==> src/rtl/mem_port_arbiter.sv <==
// Arbitrates the single memory segmentation port between instruction fetch and data memory.
// Blocks illegal accesses, bounds data-over-fetch starvation and counts contention cycles.
module mem_port_arbiter #(
   parameter int unsigned ROM_END    = 735,
   parameter int unsigned IO_ADDR    = 33135,
   parameter int unsigned MAX_STREAK = 4,
   parameter int unsigned CNT_W      = 16
) (
   input  logic             clk,
   input  logic             rst,
   input  logic             if_req,
   input  logic [31:0]      if_addr,
   output logic             if_gnt,
   output logic             if_valid,
   output logic [31:0]      if_rdata,
   output logic             if_err,
   input  logic             dm_req,
   input  logic             dm_we,
   input  logic [31:0]      dm_addr,
   input  logic [31:0]      dm_wd,
   output logic             dm_gnt,
   output logic             dm_valid,
   output logic [31:0]      dm_rdata,
   output logic             dm_err,
   output logic [31:0]      mem_addr,
   output logic             mem_we,
   output logic [31:0]      mem_wd,
   input  logic [31:0]      mem_rd,
   output logic [CNT_W-1:0] conflict_cnt
);

   localparam int unsigned SW = $clog2(MAX_STREAK + 1);
   localparam logic [SW-1:0] STREAK_MAX = SW'(MAX_STREAK);

   logic [SW-1:0]    streak_q;
   logic             if_valid_q, if_err_q, dm_valid_q, dm_err_q;
   logic [31:0]      if_rdata_q, dm_rdata_q;
   logic [CNT_W-1:0] conflict_q;

   logic if_bad, dm_high, dm_bad;

   assign if_bad  = (if_addr >= ROM_END);
   assign dm_high = (dm_addr > IO_ADDR);
   assign dm_bad  = dm_high || (dm_we && (dm_addr < ROM_END));

   // Data wins ties unless the fetch has already waited MAX_STREAK data grants.
   always_comb begin
      if_gnt   = 1'b0;
      dm_gnt   = 1'b0;
      mem_addr = '0;
      mem_we   = 1'b0;
      mem_wd   = '0;
      if (rst) begin
         if (dm_req && !(if_req && (streak_q == STREAK_MAX))) begin
            dm_gnt = 1'b1;
         end else if (if_req) begin
            if_gnt = 1'b1;
         end
         if (dm_gnt) begin
            mem_addr = dm_high ? '0 : dm_addr;
            mem_we   = dm_we && !dm_bad;
            mem_wd   = dm_wd;
         end else if (if_gnt) begin
            mem_addr = if_bad ? '0 : if_addr;
         end
      end
   end

   always_ff @(posedge clk or negedge rst) begin
      if (!rst) begin
         streak_q   <= '0;
         if_valid_q <= 1'b0;
         if_err_q   <= 1'b0;
         if_rdata_q <= '0;
         dm_valid_q <= 1'b0;
         dm_err_q   <= 1'b0;
         dm_rdata_q <= '0;
         conflict_q <= '0;
      end else begin
         if_valid_q <= if_gnt;
         if_err_q   <= if_gnt && if_bad;
         if (if_gnt) begin
            if_rdata_q <= if_bad ? '0 : mem_rd;
         end
         dm_valid_q <= dm_gnt;
         dm_err_q   <= dm_gnt && dm_bad;
         if (dm_gnt) begin
            dm_rdata_q <= (dm_we || dm_high) ? '0 : mem_rd;
         end
         if (!if_req || if_gnt) begin
            streak_q <= '0;
         end else if (dm_gnt && (streak_q != STREAK_MAX)) begin
            streak_q <= streak_q + 1'b1;
         end
         if (if_req && dm_req && (conflict_q != '1)) begin
            conflict_q <= conflict_q + 1'b1;
         end
      end
   end

   assign if_valid     = if_valid_q;
   assign if_err       = if_err_q;
   assign if_rdata     = if_rdata_q;
   assign dm_valid     = dm_valid_q;
   assign dm_err       = dm_err_q;
   assign dm_rdata     = dm_rdata_q;
   assign conflict_cnt = conflict_q;

endmodule

==> config.mk <==
export PLATFORM = sky130hd
export DESIGN_NAME = mem_port_arbiter
export DESIGN_NICKNAME = d
export VERILOG_FILES = /design/src/rtl/mem_port_arbiter.sv
export SDC_FILE = /design/constraint.sdc
export NUM_CORES = 1
export LEC_CHECK = 0
export ABC_AREA = 1
export CORE_MARGIN = 5
export CORE_UTILIZATION = 40
export CTS_BUF_LIST = sky130_fd_sc_hd__clkbuf_8
export DETAILED_ROUTE_END_ITERATION = 7
export GPL_ROUTABILITY_DRIVEN = 0
export GPL_TIMING_DRIVEN = 0
export PLACE_DENSITY = 0.82
export SLEW_MARGIN = 40
export SYNTH_ARGS = -nofsm -noshare
export SYNTH_HDL_FRONTEND = slang
export SYNTH_SLANG_ARGS = --single-unit
==> constraint.sdc <==
create_clock -name clk -period 2.1 [get_ports clk]
set_input_delay 0.42 -clock clk [delete_from_list [all_inputs] [get_ports clk]]
set_output_delay 0.42 -clock clk [all_outputs]
set_load 0.005 [all_outputs]
==> results.yml <==
status:
  status: "finished, violations left"
  violations: "negative setup slack"
floorplan:
  rows: 41
  dieWidth_um: 124
  fp.dieH_um: 124
  core_sq_um: 12700
  initial_core_util_pct: 40.8
  dieArea_sq_um: 15300
  ios: 284
cells_and_area:
  multiInputGateArea_sq_um: 2660
  area_delta_synth_final_pct: 77.4
  fillers: 1030
  ff_latch_area_sq_um: 2180
  diodes: 0
  drive_gt1_share_pct: 23.3
  utilization_pct: 72.4
  nets: 1236
cts:
  clockBufferDepth: 2
  cts_tree: "built"
  clk_pin_slew_worst_paths_ns: 0.09
  insertion_delay_ns: 0.37
  numCtsBuffers: 9
  htreeDepth: 3
  cts_root_buf: "clkbuf_8"
  clock_sinks: 87
routing:
  first_pass_iters: 5
  vias_per_cell: 4.67
  drcViolationCount: 0
  vias: 5968
  wl_per_cell_um: 15.6
  postRouteAntennaNets: 0
  drt_iter0_markers: 298
  wl_um: 19900
placement:
  io_buffers: 267
  place_hpwl_um: 13600
sta:
  timing.hold.ws_ns: 0.0187
  rsz0062_at_grt: "true"
  maxSlewHeadroom_pct: 60.5
  hold_viol: 0
  fin_crit_sh_pct: 112
  setup_viol: 51
  fin_crit_ns: 2.36
  slew_viol_final: 0
  max_freq_ghz: 0.424
  worst_pin_slew_ns: 0.592
  fin_skew_ns: 0.00851
  layout_setup_ws_ns: -0.257
setup_path:
  crit_chain: "clkdlybuf4s50_1, nand2_1, nand2_2, nand2_4, buf_12, buf_4, nand3_1, nand2_2, nand2_2, inv_1, buf_2"
  arrival_ns: 1.94
  cp_max_fo: 5
  cp-startpoint: "dm_addr[8]"
  critical_path_class: "in -> out"
  r2r-start: "streak_q[0]"
  reg2reg_to: "if_rdata[24]"
  ff2ff_setup_slack_ns: 0.06
  cp-endpoint: "mem_addr[5]"
  critPathLaunchType: "primary input"
  endpoint_kind: "output port"
  path_common_cell: "nand2_2"
  critPathSlowestCell: "clkdlybuf4s50_1"
  r2r_cells: 14
  cp_slowest_stage_delay_ns: 0.58
  crit_required_ns: 1.68
run:
  drv_cap: 0
logic_synthesis:
  synth_top_family_by_area: "simple AND/OR/NAND/NOR gates"
  ys_ff_latch: 87
  ys_seq_area_share_pct: 42.1
  synthMuxAreaShare_pct: 0
  synthAdderAreaFrac_pct: 0.726
  ys_async_sr_fraction_pct: 100
  synth_cells: 757
  ys.flop_type: "dfrtp_1"
  yosys.area_share.simple_pct: 35.6
  synth-compound-area-share_pct: 5.20
  syn_area_sq_um: 5170
  synth_cell_type_count: 30
  synth-xor-area-share_pct: 2.03
  yosys_warnings: 0
  syn_avg_cell_area_sq_um: 6.83
  synth-edff-count: 0
grt:
  antenna_found_initial: 0
  grt_util_all_layers_pct: 24.3
  grt_overflow: 0
  grt_pass1_vias: 5891
  grt_max_degree: 39
  grt_pass1_wl_um: 28900
power_and_ir_drop:
  p_leak_nw: 4.82
  p_per_area_nw_per_um2: 443
  ir_drop_mv: 0.400
min_path:
  hp-class: "in -> async"
-- per-layer routing --
layer	part of all wire (%)	global-route usage [%]	vias to the layer above
met5	0	0	-
met4	2.7	9.62	0
met3	10	7.86	41
met2	49	42.7	241
met1	38	27.2	2751
li1	-	-	2935
-- synthesized netlist by cell type (3+ instances only) --
master,n,area (sq um)
a21oi_1,11,55.1
buf_2,14,70.1
buf_4,22,165
buf_6,7,78.8
clkbuf_1,5,18.8
dfrtp_1,87,2180
ha_1,3,37.5
inv_1,103,387
inv_2,3,11.3
nand2_1,270,1010
nand3_1,41,205
nand4_1,6,37.5
nor2_1,110,413
nor2_2,3,18.8
nor3_1,4,20.0
o21ai_0,24,120
o21ai_1,17,85.1
xnor2_1,6,52.6
xor2_1,6,52.6
-- power breakdown --
part	switching [W]	internal [W]
clock network	0.000637	0.000496
logic	0.000475	0.000614
registers	0.000103	0.00174
total	0.00121	0.00285
-- repair_timing --
item	in CTS	in global routing
gates cloned	6	1
hold buffers	2	0
buffers inserted	32	9
pin swaps	45	31
endpoints found under the hold margin	38	0
gates resized for setup	319	102
endpoints found under the setup margin	51	81
-- how the worst min path moves through the flow --
stage                       to          from
6_report          if_rdata[19]           rst
5_1_grt           if_rdata[19]           rst
4_1_cts           dm_rdata[17]           rst
3_5_place_dp      dm_rdata[17]           rst
3_3_place_gp      dm_rdata[12]  dm_rdata[12]
2_1_floorplan  conflict_cnt[0]           rst
-- sequential cells by signal, summed over array words and instances, names as in the netlist --
name          flops
dm_err            1
dm_valid          1
if_err            1
streak_q          3
if_valid          1
dm_rdata         32
conflict_cnt     16
if_rdata         32
-- critical path: cells and delay by family --
family | cells | cell delay [ns]
simple gates | 6 | 0.49
buf+inv | 5 | 1.01
-- kinds of logic after synthesis --
family	after synthesis
AO/OA/AOI/OAI	53
other	1
adder cells (fa/ha/maj)	3
AND/OR/NAND/NOR	446
buffers and inverters	155
XOR/XNOR	12
flip-flops	87
-- placed cells by master (no fill, tap or decap), types with 14 or more instances in the layout --
cell,n
nand2_1,248
clkdlybuf4s50_1,166
inv_1,101
dfrtp_1,87
nor2_1,82
buf_2,49
buf_4,47
dlygate4sd2_1,33
buf_6,31
nand3_1,24
o21ai_0,23
nand2_2,21
nor2_2,18
o21ai_1,18
nand3_2,17
conb_1,16
dlymetal6s2s_1,16
nor2_4,14
-- stage by stage --
stage,setup WS [ns],std cells,power [W],setup TNS [ns],area [sq um]
global route,-0.284,1277,0.00425,-9.16,9180
finish,-0.257,1277,0.00406,-5.46,9180
CTS,-0.195,1267,0.00401,-5.30,8740
global placement,-4.43,1211,0.00280,-679.86,8120
detailed placement,-0.914,1212,0.00282,-44.76,8150
floorplan,0.328,772,0.00221,0,5230
-- cell type report --
cell class | instances | share of cell area (%)
buffer | 47 | 4.94
clock buffer | 11 | 1.65
clock inverter | 5 | 0.341
inverter | 107 | 4.46
multi-input combinational | 530 | 29.0
sequential | 87 | 23.7
tap | 172 | 2.35
timing repair buffer | 318 | 33.5
Note: power is estimated with default switching activity, not from simulation.
